### src/rtl/add_pipe_pkg.sv
// add_pipe_pkg: shared constants, stage-count helper and per-stage flag payload
// for the pipelined adder. Optional macro ADD_PIPE_OVF_EN adds operand MSBs to
// the payload so the signed-overflow flag can be produced at the output.
package add_pipe_pkg;

  localparam int unsigned ADD_PIPE_WIDTH_DEF = 32;
  localparam int unsigned ADD_PIPE_CHUNK_DEF = 8;

  // Number of register stages: one CHUNK-bit carry slice per stage.
  function automatic int unsigned add_pipe_stages(input int unsigned width,
                                                  input int unsigned chunk);
    return width / chunk;
  endfunction

  // Width-independent part of a stage payload. The WIDTH-sized fields
  // (partial sum, remaining operand slices) live beside it in add_pipe
  // because they depend on the instance parameters.
  typedef struct packed {
    logic carry;
`ifdef ADD_PIPE_OVF_EN
    logic a_msb;
    logic b_msb;
`endif
  } add_pipe_flags_t;

endpackage

### src/rtl/add_pipe_slice.sv
// add_pipe_slice: combinational CHUNK-bit adder with carry in and carry out.
// One instance per pipeline stage of add_pipe.
module add_pipe_slice
  import add_pipe_pkg::*;
#(
  parameter int unsigned CHUNK = ADD_PIPE_CHUNK_DEF
) (
  input  logic [CHUNK-1:0] a,
  input  logic [CHUNK-1:0] b,
  input  logic             c_in,
  output logic [CHUNK-1:0] sum,
  output logic             c_out
);

  logic [CHUNK:0] full;

  assign full  = {1'b0, a} + {1'b0, b} + {{CHUNK{1'b0}}, c_in};
  assign sum   = full[CHUNK-1:0];
  assign c_out = full[CHUNK];

endmodule

### src/rtl/add_pipe.sv
// add_pipe: pipelined WIDTH-bit adder, {c_out, sum} = a + b + c_in, with the
// carry chain split into CHUNK-bit slices, one slice per register stage.
// valid/ready on both sides with full backpressure; one result per clock when
// unstalled. Optional macro ADD_PIPE_OVF_EN adds the signed-overflow output ovf.
module add_pipe
  import add_pipe_pkg::*;
#(
  parameter int unsigned WIDTH = ADD_PIPE_WIDTH_DEF,
  parameter int unsigned CHUNK = ADD_PIPE_CHUNK_DEF
) (
  input  logic             clk,
  input  logic             rst,
  input  logic             in_valid,
  output logic             in_ready,
  input  logic [WIDTH-1:0] a,
  input  logic [WIDTH-1:0] b,
  input  logic             c_in,
  output logic             out_valid,
  input  logic             out_ready,
  output logic [WIDTH-1:0] sum,
`ifdef ADD_PIPE_OVF_EN
  output logic             ovf,
`endif
  output logic             c_out
);

  localparam int unsigned STAGES = add_pipe_stages(WIDTH, CHUNK);

  // Stage registers. a_q/b_q hold the not-yet-added operand slices shifted
  // down so the next slice always sits at [CHUNK-1:0]; psum_q holds the
  // accumulated low sum bits (bits above the accumulated part stay zero).
  logic [STAGES-1:0] v_q;
  logic [WIDTH-1:0]  psum_q [STAGES];
  logic [WIDTH-1:0]  a_q    [STAGES];
  logic [WIDTH-1:0]  b_q    [STAGES];
  add_pipe_flags_t   flg_q  [STAGES];

  // Per-stage inputs (from the ports for stage 0, from stage k-1 otherwise).
  logic [STAGES-1:0] v_src;
  logic [WIDTH-1:0]  psum_src  [STAGES];
  logic [WIDTH-1:0]  a_src     [STAGES];
  logic [WIDTH-1:0]  b_src     [STAGES];
  logic              carry_src [STAGES];
`ifdef ADD_PIPE_OVF_EN
  logic              a_msb_src [STAGES];
  logic              b_msb_src [STAGES];
`endif

  // Per-stage results of this cycle's slice add.
  logic [CHUNK-1:0]  slice_sum [STAGES];
  logic              slice_co  [STAGES];
  logic [WIDTH-1:0]  psum_nxt  [STAGES];
  add_pipe_flags_t   flg_nxt   [STAGES];

  logic [STAGES-1:0] adv;

  // Route each stage's inputs: ports feed stage 0, stage k-1 feeds stage k.
  always_comb begin
    v_src        = '0;
    v_src[0]     = in_valid;
    a_src[0]     = a;
    b_src[0]     = b;
    psum_src[0]  = '0;
    carry_src[0] = c_in;
`ifdef ADD_PIPE_OVF_EN
    a_msb_src[0] = a[WIDTH-1];
    b_msb_src[0] = b[WIDTH-1];
`endif
    for (int unsigned i = 1; i < STAGES; i++) begin
      v_src[i]     = v_q[i-1];
      a_src[i]     = a_q[i-1];
      b_src[i]     = b_q[i-1];
      psum_src[i]  = psum_q[i-1];
      carry_src[i] = flg_q[i-1].carry;
`ifdef ADD_PIPE_OVF_EN
      a_msb_src[i] = flg_q[i-1].a_msb;
      b_msb_src[i] = flg_q[i-1].b_msb;
`endif
    end
  end

  for (genvar k = 0; k < STAGES; k++) begin : g_stage
    add_pipe_slice #(
      .CHUNK (CHUNK)
    ) u_slice (
      .a     (a_src[k][CHUNK-1:0]),
      .b     (b_src[k][CHUNK-1:0]),
      .c_in  (carry_src[k]),
      .sum   (slice_sum[k]),
      .c_out (slice_co[k])
    );
  end

  // Merge each slice result into the partial sum at its bit position.
  always_comb begin
    for (int unsigned i = 0; i < STAGES; i++) begin
      psum_nxt[i]       = psum_src[i] | (WIDTH'(slice_sum[i]) << (i * CHUNK));
      flg_nxt[i]        = '0;
      flg_nxt[i].carry  = slice_co[i];
`ifdef ADD_PIPE_OVF_EN
      flg_nxt[i].a_msb  = a_msb_src[i];
      flg_nxt[i].b_msb  = b_msb_src[i];
`endif
    end
  end

  // Stall chain. The recursive form adv[k] = !v[k] || adv[k+1] is unrolled
  // into "some stage from k to the end is empty, or the consumer is ready",
  // which is the same function without a self-referencing vector.
  always_comb begin
    adv = '0;
    for (int unsigned i = 0; i < STAGES; i++) begin
      logic full_run;
      full_run = 1'b1;
      for (int unsigned j = i; j < STAGES; j++) begin
        full_run = full_run & v_q[j];
      end
      adv[i] = !full_run || out_ready;
    end
  end

  // Stage registers: advance when allowed, load payload only with valid data.
  always_ff @(posedge clk) begin
    if (rst) begin
      v_q <= '0;
      for (int unsigned i = 0; i < STAGES; i++) begin
        psum_q[i] <= '0;
        a_q[i]    <= '0;
        b_q[i]    <= '0;
        flg_q[i]  <= '0;
      end
    end else begin
      for (int unsigned i = 0; i < STAGES; i++) begin
        if (adv[i]) begin
          v_q[i] <= v_src[i];
          if (v_src[i]) begin
            psum_q[i] <= psum_nxt[i];
            a_q[i]    <= a_src[i] >> CHUNK;
            b_q[i]    <= b_src[i] >> CHUNK;
            flg_q[i]  <= flg_nxt[i];
          end
        end
      end
    end
  end

  assign in_ready  = adv[0];
  assign out_valid = v_q[STAGES-1];
  assign sum       = psum_q[STAGES-1];
  assign c_out     = flg_q[STAGES-1].carry;

`ifdef ADD_PIPE_OVF_EN
  assign ovf = (flg_q[STAGES-1].a_msb == flg_q[STAGES-1].b_msb) &&
               (psum_q[STAGES-1][WIDTH-1] != flg_q[STAGES-1].a_msb);
`endif

endmodule

### config.mk
export PLATFORM = sky130hd
export DESIGN_NAME = add_pipe
export DESIGN_NICKNAME = d
export VERILOG_FILES = /design/src/rtl/add_pipe_pkg.sv /design/src/rtl/add_pipe_slice.sv /design/src/rtl/add_pipe.sv
export SDC_FILE = /design/constraint.sdc
export NUM_CORES = 1
export LEC_CHECK = 0
export BUFFER_PORTS_ARGS = -buffer_cell sky130_fd_sc_hd__buf_4
export CORE_ASPECT_RATIO = 1.1
export CORE_MARGIN = 8
export CORE_UTILIZATION = 45
export CTS_CLUSTER_DIAMETER = 200
export CTS_CLUSTER_SIZE = 28
export DETAILED_ROUTE_END_ITERATION = 10
export GPL_ROUTABILITY_DRIVEN = 0
export PLACE_DENSITY = 0.66
export SYNTH_ARGS = -nofsm -noshare
export SYNTH_HDL_FRONTEND = slang
export SYNTH_HIERARCHICAL = 1
export SYNTH_SLANG_ARGS = --single-unit
### constraint.sdc
create_clock -name clk -period 7.05 [get_ports clk]
set_clock_uncertainty 0.05 [all_clocks]
set_input_delay 0.3525 -clock clk [delete_from_list [all_inputs] [get_ports clk]]
set_output_delay 0.3525 -clock clk [all_outputs]
set_load 0.005 [all_outputs]
==> qor.csv, run 1 <==
stage,metric,value,unit
floorplan,die width,149,µm
global_routing,initial antenna violation count,0,
setup_path,R2R Path Start,v_q[0]$_SDFFE_PP0P_,
floorplan,full die area,24100,µm²
finish,register area,5490,µm²
global_routing,pin count of the biggest net entering global routing,62,
sta,RSZ-0062 raised after global routing,false,
job,max cap viols,0,
synth,Avg Synthesized Cell Area,13.3,µm²
sta,Final min period,2.58,ns
synth,Synth Area in Compound Gates,0.105,
clocking,root cell of the clock tree,clkbuf_16,
global_routing,aggregate global-route resource usage,0.127,
finish,most frequent cells in the layout,"edfxtp_1 (180), buf_4 (109), and3_1 (90), inv_1 (67), a211oi_1 (49)",
finish,Final Net Count,837,
setup_path,R2R cell count,4,
synth,mux cell area share after synthesis,0.00115,
global_routing,grt ovf,0,
synth,Post-Syn Instances,654,
finish,layout cell share with drive strength beyond 1,0.213,
clocking,CTS resizes,0,
drt,via count,5207,
drt,Wirelength per Cell,15.1,µm
floorplan,core area,19000,µm²
sta,Setup TNS,0,ns
placement,Setup WS pre-CTS,4.45,ns
synth,post-synthesis register bit count,184,
synth,post-synth top area share,0.620,
placement,post-DP HPWL,10600,µm
sta,FMAX,388,MHz
floorplan,Die Ht,162,µm
clocking,clock latency on the worst-skew pair,0.42,ns
synth,top area cells in the synthesized netlist,"edfxtp_1 (62%), and3_1 (6.5%), a211oi_1 (4.2%), ha_1 (4.0%), nor4b_1 (3.2%)",
setup_path,critical path type,reg2reg,
drt,Detailed Routing Iterations Pass 1,4,
min_path,min-delay src,b[11],
clocking,CTS Buf Count,17,
synth,Simple-Gate Fraction of Synth Area,0.132,
finish,post-route design area,10200,µm²
clocking,clock tree buffer depth,2,
sta,final cycle utilization of the critical path,0.366,
global_routing,first-pass GRT wire length,25000,µm
finish,Antenna Cells,0,
clocking,"CTS clk-pin slew, worst paths",0.06,ns
synth,Post-synth EDFFs,180,
finish,"commonest non-fill, non-tap cell in the layout",edfxtp_1,
floorplan,FP Rows,53,
drt,DRC viols,0,
sta,Final WS setup,4.47,ns
synth,dominant synthesized flop cell,edfxtp_1,
synth,Synth cell types,44,
sta,slew margin rel.,0.183,
sta,Hold Slack,0.223,ns
status,status,"complete, no violations",
sta,"Slew Viols, Final",0,
min_path,Worst Hold Class,in2reg,
synth,Post-Synth XOR/XNOR Area,0.0161,
setup_path,CP required,7.09,ns
setup_path,Crit. Startpoint,v_q[0]$_SDFFE_PP0P_,
synth,Synthesized Nets,759,
setup_path,critical path endpoint category,flip-flop,
global_routing,met2 Use GR,0.194,
drt,DRT Wirelength,15000,µm
floorplan,I/O pins,104,
synth,asr flop ratio synth,0,
pwr,Worst IR Drop VDD,0.189,mV
global_routing,number of global-route vias before repair,5287,
synth,largest family of logic cells by synthesized area,simple AND/OR/NAND/NOR gates,
clocking,hold_buf cts,0,
synth,post-synthesis sequential area ratio,0.629,
finish,FILL cells,1555,
synth,post-synth top area cell,edfxtp_1,
finish,area of the multi-input gates,2750,µm²
clocking,CTS tree,built,
finish,Layout area overhead,17.0,%
pwr,leakage,4.38,nW
placement,"Cell Area, Placed",9630,µm²
min_path,worst hold stages,3,
sta,Slew @ Worst Pin,1.22,ns
synth,Synth Area in Adders,0.0586,
setup_path,maximum fanout along the worst path,61,
sta,Final setup violation count,0,
clocking,Clock Sinks,184,
pwr,Pwr per Cell Area,239,nW/µm²
clocking,H-tree depth,4,
clocking,"Setup Fix Bufs, Post-CTS",0,
setup_path,CP Launch Type,flip-flop,
setup_path,crit path DAT,2.62,ns
drt,post-route ant nets,0,
placement,Port Buffers,103,
floorplan,Initial Util,0.458,
drt,violation count after the first detailed-route iteration,295,
drt,vias per inst,5.25,
global_routing,GRT busiest layer,met2,
global_routing,met1 usage,0.165,
sta,"Hold Vio Cnt, Final",0,
synth,Ys Warns,6,
global_routing,grt met3 use,0.0373,
synth,"Cell Area, Synth",8720,µm²
==> through the flow <==
| step | total power, mW | std cells | util |
|---|---|---|---|
| finish | 2.44 | 992 | 0.536 |
| CTS | 2.46 | 992 | 0.536 |
| floorplan | 1.47 | 654 | - |
| global route | 2.53 | 992 | 0.536 |
| global placement | 1.54 | 960 | 0.506 |
| detailed placement | 1.55 | 960 | 0.506 |
==> area by class of cell <==
type | count | area share
Sequential cell | 184 | 0.538
Multi-Input combinational cell | 348 | 0.269
Timing Repair Buffer | 109 | 0.0802
Clock buffer | 20 | 0.0428
Tap cell | 247 | 0.0303
Inverter | 72 | 0.0265
Clock inverter | 12 | 0.0130
==> final timing paths <==
check                                                 to  slack (ns)
worst min-delay path             b_q[0][3]$_SDFFCE_PN0P_        0.22
worst max register to register  a_q[0][10]$_SDFFCE_PN0P_        4.47
worst min register to register       v_q[2]$_SDFFE_PP0P_        0.47
worst max-delay path            a_q[0][10]$_SDFFCE_PN0P_        4.47
==> kinds of logic after synthesis <==
kind of cell | Yosys count
DFF | 184
and+or+nand+nor | 175
buffers and inverters | 122
AOI/OAI and AO/OA | 120
adders and majority gates | 36
xor gates and xnor gates | 16
muxes | 1
==> synthesized netlist by cell type (8+ instances only) <==
cell        n
xnor2_1     8
ha_1       28
a211oi_1   49
a21o_1     11
a311o_1     8
and3_1     90
nor4b_1    32
nand2_1    10
edfxtp_1  180
clkbuf_1   32
a21oi_1    21
nor2b_1     8
buf_2      13
inv_1      67
xor2_1      8
nand3_1     8
a211oi_2    8
fa_1        8
==> critical path: stages, from the launching register on <==
cell and delay, ns:
dfxtp_2 1.09, nor2b_2 0.30, buf_4 0.34, a21oi_4 0.09, buf_4 0.36
==> where the power goes <==
part	leakage, nW	switching, mW	total [mW]	internal [mW]
Combinational	2.14	0.123	0.232	0.109
Sequential	1.96	0.0249	1.30	1.27
Clock	0.279	0.363	0.913	0.549
==> registers in the layout, indices dropped and copies added, names as in the netlist <==
signal and flops:
psum_q 80, a_q 48, b_q 48, v_q 4, flg_q 4
==> per-layer routing <==
layer  vias to the layer above  part of all wire
li1                       2630                 -
met3                        29             0.055
met4                         0             0.023
met1                      2402              0.47
met5                         -                 0
met2                       146              0.45
No activity file was read; power rests on OpenSTA's default activity.
==> inputs of run 2 (changes only) <==
clock period = 2.5 ns   (was 7.05 ns; I/O delays follow)
==> qor.csv, run 2 (synthesized netlist as in run 1, its figures left out) <==
stage,metric,value,unit,change
sta,Final WS setup,0.231,ns,was 4.47 ns
setup_path,flop2flop setup slack,0.23,ns,was 4.47 ns
clocking,clock latency on the worst-skew pair,0.42,ns,about the same
drt,DRC viols,0,,unchanged
setup_path,Crit. Startpoint,a_q[0][40]$_SDFFCE_PN0P_,,was v_q[0]$_SDFFE_PP0P_
clocking,root cell of the clock tree,clkbuf_16,,unchanged
placement,Setup WS pre-CTS,0.238,ns,was 4.45 ns
clocking,"Setup Fix Bufs, Post-CTS",0,,unchanged
setup_path,critical path endpoint category,flip-flop,,unchanged
finish,most frequent cells in the layout,"edfxtp_1 (180), buf_4 (115), and3_1 (90), inv_1 (67), a211oi_1 (49)",,"was edfxtp_1 (180), buf_4 (109), and3_1 (90), inv_1 (67), a211oi_1 (49)"
clocking,CTS resizes,0,,unchanged
drt,Detailed Routing Iterations Pass 1,5,,was 4
clocking,Clock Sinks,184,,unchanged
sta,final cycle utilization of the critical path,0.908,,was 0.366
sta,"Hold Vio Cnt, Final",0,,unchanged
finish,post-layout util,0.560,,was 0.536
finish,largest register by flop count,psum_q,,unchanged
floorplan,Die Ht,162,µm,unchanged
setup_path,Worst Setup EP,psum_q[3][30]$_SDFFCE_PN0P_,,was a_q[0][10]$_SDFFCE_PN0P_
placement,post-DP HPWL,10900,µm,"was 10,600 µm"
finish,layout cell share with drive strength beyond 1,0.211,,was 0.213
floorplan,Initial Util,0.458,,unchanged
drt,Wirelength per Cell,14.9,µm,was 15.1 µm
setup_path,r2r endpoint,psum_q[3][30]$_SDFFCE_PN0P_,,was a_q[0][10]$_SDFFCE_PN0P_
status,status,"complete, no violations",,unchanged
min_path,Worst Hold Class,in2reg,,unchanged
setup_path,maximum fanout along the worst path,2,,was 61
global_routing,grt ovf,0,,unchanged
setup_path,R2R Path Start,a_q[0][40]$_SDFFCE_PN0P_,,was v_q[0]$_SDFFE_PP0P_
clocking,CTS tree,built,,unchanged
pwr,leakage,4.57,nW,was 4.38 nW
finish,Layout area overhead,22.3,%,was 17.0%
floorplan,core area,19000,µm²,unchanged
sta,Final setup violation count,0,,unchanged
finish,top flop regs,"psum_q: 80 flops, a_q: 48 flops, b_q: 48 flops",,unchanged
min_path,min-delay src,a[28],,was b[11]
floorplan,die width,149,µm,unchanged
setup_path,R2R cell count,6,,was 4
drt,vias per inst,5.24,,was 5.25
clocking,H-tree depth,4,,unchanged
sta,RSZ-0062 raised after global routing,false,,unchanged
sta,Final min period,2.27,ns,was 2.58 ns
sta,"Slew Viols, Final",0,,unchanged
clocking,CTS Buf Count,17,,unchanged
floorplan,full die area,24100,µm²,unchanged
drt,DRT Wirelength,15500,µm,"was 15,000 µm"
finish,Antenna Cells,0,,unchanged
finish,"commonest non-fill, non-tap cell in the layout",edfxtp_1,,unchanged
global_routing,pin count of the biggest net entering global routing,59,,was 62
pwr,Worst IR Drop VDD,0.467,mV,was 0.189 mV
global_routing,number of global-route vias before repair,5515,,"was 5,287"
sta,slew margin rel.,0.392,,was 0.183
floorplan,FP Rows,53,,unchanged
global_routing,initial antenna violation count,0,,unchanged
sta,FMAX,441,MHz,was 388 MHz
finish,Final Net Count,885,,was 837
floorplan,I/O pins,104,,unchanged
drt,via count,5449,,"was 5,207"
setup_path,critical path type,reg2reg,,unchanged
global_routing,aggregate global-route resource usage,0.133,,was 0.127
drt,violation count after the first detailed-route iteration,333,,was 295
pwr,Pwr per Cell Area,639,nW/µm²,was 239 nW/µm²
finish,max reg flops,80,,unchanged
global_routing,first-pass GRT wire length,26100,µm,"was 25,000 µm"
setup_path,crit path DAT,2.45,ns,was 2.62 ns
setup_path,CP required,2.68,ns,was 7.09 ns
drt,post-route ant nets,0,,unchanged
placement,Port Buffers,103,,unchanged
sta,Slew @ Worst Pin,0.909,ns,was 1.22 ns
clocking,hold_buf cts,40,,was 0
sta,Setup TNS,0,ns,unchanged
setup_path,CP Launch Type,flip-flop,,unchanged
clocking,"CTS clk-pin slew, worst paths",0.06,ns,about the same
job,max cap viols,0,,unchanged
clocking,clock tree buffer depth,2,,unchanged
## run 2: cell types whose count changed in the layout (fill, tap and decap cells not counted)
cell | previous run | this run
buf_12 | 0 | 2
dlygate4sd3_1 | 0 | 40
clkinv_2 | 3 | 2
clkinv_1 | 6 | 1
buf_4 | 109 | 115
clkbuf_8 | 0 | 3
bufinv_16 | 3 | 1
clkbuf_1 | 3 | 8
clkinv_4 | 1 | 0
clkinvlp_4 | 0 | 1
## run 2: where the power goes
part           internal [mW]  switching (mW)  leakage [nW]
Combinational          0.356           0.370          2.35
Clock                   1.45           0.995         0.263
Sequential              3.58          0.0604          1.96
## run 2: through the flow
stage | total power [mW] | area (µm²) | instances | hold WS, ns
finish | 6.81 | 10700 | 1040 | 0.0184
floorplan | 4.13 | 8730 | 654 | 0.282
global placement | 4.36 | 9720 | 968 | 0.414
CTS | 6.89 | 10700 | 1040 | 0.00312
global route | 7.09 | 10700 | 1040 | 0.0108
detailed placement | 4.39 | 9720 | 968 | 0.424
## run 2: per-layer routing
| metal | routed length (µm) | track usage | up-vias | part of all wire |
|---|---|---|---|---|
| met5 | 0 | 0 | - | 0 |
| met4 | 308 | 0.0543 | 0 | 0.020 |
| met3 | 863 | 0.0367 | 23 | 0.056 |
| met2 | 7030 | 0.206 | 137 | 0.45 |
| met1 | 7300 | 0.173 | 2558 | 0.47 |
| li1 | - | - | 2731 | - |
## run 2: cell type report
cell class,count,area (µm²)
Fill cell,1541,8370
Sequential cell,184,5490
Multi-Input combinational cell,348,2750
Timing Repair Buffer,157,1300
Clock buffer,28,497
Tap cell,247,309
Inverter,72,270
Clock inverter,4,47.5
## run 2: worst min-delay path by stage
stage                                    end  slack (ns)  depth (start not counted)
floorplan                v_q[3]$_SDFFE_PP0N_        0.28                          2
global placement         v_q[3]$_SDFFE_PP0N_        0.41                          3
detailed placement       v_q[3]$_SDFFE_PP0N_        0.42                          3
CTS                 b_q[0][19]$_SDFFCE_PN0P_       0.003                          3
global route        b_q[0][22]$_SDFFCE_PN0P_        0.01                          3
finish              a_q[0][20]$_SDFFCE_PN0P_        0.02                          3
## run 2: critical path: stages, from the launching register on
cell and delay (ns):
edfxtp_1 0.40, fa_1 0.48, fa_1 0.42, a21oi_1 0.22
o21a_1 0.17, xnor2_1 0.11, nor4b_1 0.23
==> inputs of run 3 (changes only) <==
PLACE_DENSITY = 0.69   (was 0.66)
clock period = 1.9 ns   (was 2.5 ns; I/O delays follow)
==> qor.csv, run 3 (synthesized netlist as in run 1, its figures left out) <==
stage,metric,value,unit,change
status,status,finished with violations,,"was complete, no violations"
status,failing checks,setup timing,,
clocking,"CTS clk-pin slew, worst paths",0.06,ns,about the same
drt,Detailed Routing Iterations Pass 1,5,,unchanged
global_routing,aggregate global-route resource usage,0.138,,was 0.133
pwr,Psw,2.08,mW,was 1.43 mW
placement,Setup WS pre-CTS,-0.222,ns,was 0.238 ns
setup_path,R2R cell count,7,,was 6
pwr,Reg power frac,0.515,,was 0.535
setup_path,maximum fanout along the worst path,2,,unchanged
clocking,clock tree buffer depth,2,,unchanged
drt,via count,5582,,"was 5,449"
pwr,Switching Fraction,0.224,,was 0.209
sta,slew margin rel.,0.574,,was 0.392
pwr,leakage,4.73,nW,was 4.57 nW
drt,post-route ant nets,0,,unchanged
sta,"Hold Vio Cnt, Final",0,,unchanged
min_path,Worst Hold Class,in2reg,,unchanged
job,max cap viols,0,,unchanged
setup_path,r2r endpoint,psum_q[2][22]$_SDFFCE_PN0P_,,was psum_q[3][30]$_SDFFCE_PN0P_
pwr,Worst IR Drop VDD,0.671,mV,was 0.467 mV
pwr,Logic pwr share,0.121,,was 0.107
sta,"Slew Viols, Final",0,,unchanged
pwr,Int Pwr,7.23,mW,was 5.39 mW
sta,RSZ-0062 raised after global routing,true,,was false
finish,layout cell share with drive strength beyond 1,0.282,,was 0.211
pwr,total power,9.32,mW,was 6.81 mW
global_routing,pin count of the biggest net entering global routing,60,,was 59
finish,largest register by flop count,psum_q,,unchanged
drt,Wirelength per Cell,15.5,µm,was 14.9 µm
finish,Final Net Count,912,,was 885
global_routing,number of global-route vias before repair,5674,,"was 5,515"
clocking,H-tree depth,4,,unchanged
drt,vias per inst,5.23,,was 5.24
floorplan,I/O pins,104,,unchanged
setup_path,CP required,2.02,ns,was 2.68 ns
global_routing,initial antenna violation count,0,,unchanged
placement,post-DP HPWL,11200,µm,"was 10,900 µm"
finish,most frequent cells in the layout,"edfxtp_1 (180), buf_4 (129), and3_1 (90), inv_1 (67), a211oi_1 (49)",,"was edfxtp_1 (180), buf_4 (115), and3_1 (90), inv_1 (67), a211oi_1 (49)"
sta,FMAX,468,MHz,was 441 MHz
drt,DRC viols,0,,unchanged
pwr,power share of the clock group,0.364,,was 0.359
drt,DRT Wirelength,16500,µm,"was 15,500 µm"
finish,"commonest non-fill, non-tap cell in the layout",edfxtp_1,,unchanged
setup_path,crit path DAT,2.25,ns,was 2.45 ns
clocking,CTS Buf Count,17,,unchanged
finish,Layout area overhead,28.5,%,was 22.3%
placement,Port Buffers,103,,unchanged
sta,Final setup violation count,14,,was 0
min_path,worst hold stages,3,,unchanged
clocking,CTS tree,built,,unchanged
sta,Final WS setup,-0.238,ns,was 0.231 ns
sta,final cycle utilization of the critical path,1.13,,was 0.908
global_routing,first-pass GRT wire length,27400,µm,"was 26,100 µm"
finish,top flop regs,"psum_q: 80 flops, a_q: 48 flops, b_q: 48 flops",,unchanged
finish,Antenna Cells,0,,unchanged
floorplan,Die Ht,162,µm,unchanged
floorplan,Initial Util,0.458,,unchanged
setup_path,R2R Path Start,a_q[0][24]$_SDFFCE_PN0P_,,was a_q[0][40]$_SDFFCE_PN0P_
floorplan,core area,19000,µm²,unchanged
setup_path,flop2flop setup slack,-0.24,ns,was 0.23 ns
floorplan,die width,149,µm,unchanged
min_path,Hold EP,a_q[0][10]$_SDFFCE_PN0P_,,was a_q[0][20]$_SDFFCE_PN0P_
sta,Final min period,2.14,ns,was 2.27 ns
sta,Slew @ Worst Pin,0.640,ns,was 0.909 ns
min_path,min-delay src,a[18],,was a[28]
drt,violation count after the first detailed-route iteration,339,,was 333
finish,max reg flops,80,,unchanged
clocking,Clock Sinks,184,,unchanged
clocking,clock latency on the worst-skew pair,0.43,ns,was 0.42 ns
clocking,root cell of the clock tree,clkbuf_16,,unchanged
pwr,Pwr per Cell Area,831,nW/µm²,was 639 nW/µm²
setup_path,CP Launch Type,flip-flop,,unchanged
floorplan,full die area,24100,µm²,unchanged
setup_path,critical path endpoint category,flip-flop,,unchanged
setup_path,critical path type,reg2reg,,unchanged
global_routing,grt ovf,0,,unchanged
floorplan,FP Rows,53,,unchanged
==> run 3: area by class of cell <==
cell class	count	area [µm²]
fillers	1437	7830
flip-flops and latches	184	5490
multi-input cells	348	2990
repair buffers	184	1570
clock buffers	18	429
well taps	247	309
inverters	72	273
clock inverters	14	145
==> run 3: repair_timing <==
item,in CTS,in global routing
resized for setup,12,30
endpoints found under the hold margin,45,0
endpoints found under the setup margin,15,19
buffers inserted,2,7
gates cloned,0,0
pin swaps,7,19
hold buffers,45,0
==> run 3: per-stage QoR <==
stage	util	area [µm²]	cells	hold WS [ns]	setup TNS (ns)
CTS	0.578	11000	1062	0.000797	-1.56
detailed placement	0.520	9900	983	0.394	-1.83
global route	0.589	11200	1067	0.00585	-3.15
finish	0.589	11200	1067	0.0178	-2.04
floorplan	-	8780	654	0.245	-25.78
global placement	0.520	9900	983	0.384	-1.20
==> run 3: power groups by stage <==
stage               clock [mW]  sequential (mW)  combinational (mW)
CTS                       3.47             4.79                1.05
floorplan                    0             4.85               0.595
global placement             0             4.87               0.921
finish                    3.39             4.79                1.13
global route              3.62             4.82                1.24
detailed placement           0             4.88               0.952
==> run 3: worst max path at each step <==
stage / start / end / slack [ns] / cells after the start
3_5_place_dp: a_q[0][24]$_SDFFCE_PN0P_ / flg_q[2]$_SDFFCE_PN0P_ / -0.22 / 7
6_report: a_q[0][24]$_SDFFCE_PN0P_ / psum_q[2][22]$_SDFFCE_PN0P_ / -0.24 / 7
2_1_floorplan: v_q[2]$_SDFFE_PP0P_ / a_q[0][0]$_SDFFCE_PN0P_ / -0.44 / 5
3_3_place_gp: a_q[0][24]$_SDFFCE_PN0P_ / flg_q[2]$_SDFFCE_PN0P_ / -0.17 / 7
4_1_cts: flg_q[1]$_SDFFCE_PN0P_ / psum_q[2][22]$_SDFFCE_PN0P_ / -0.20 / 7
5_1_grt: a_q[0][40]$_SDFFCE_PN0P_ / psum_q[3][30]$_SDFFCE_PN0P_ / -0.32 / 6
==> run 3: metal layers <==
layer / part of all wire / global-route usage / vias to the layer above / routed length [µm]
li1: - / - / 2781 / -
met4: 0.015 / 0.0552 / 0 / 241
met5: 0 / 0 / - / 0
met1: 0.46 / 0.177 / 2646 / 7600
met2: 0.49 / 0.224 / 140 / 8070
met3: 0.038 / 0.0275 / 15 / 635
==> run 3: worst max-delay path, stage by stage, from the launching register on <==
cell	delay [ns]
edfxtp_1	0.40
fa_2	0.44
fa_2	0.39
a21oi_2	0.19
nor2_1	0.08
nor2_2	0.14
xnor2_1	0.07
and3_1	0.14
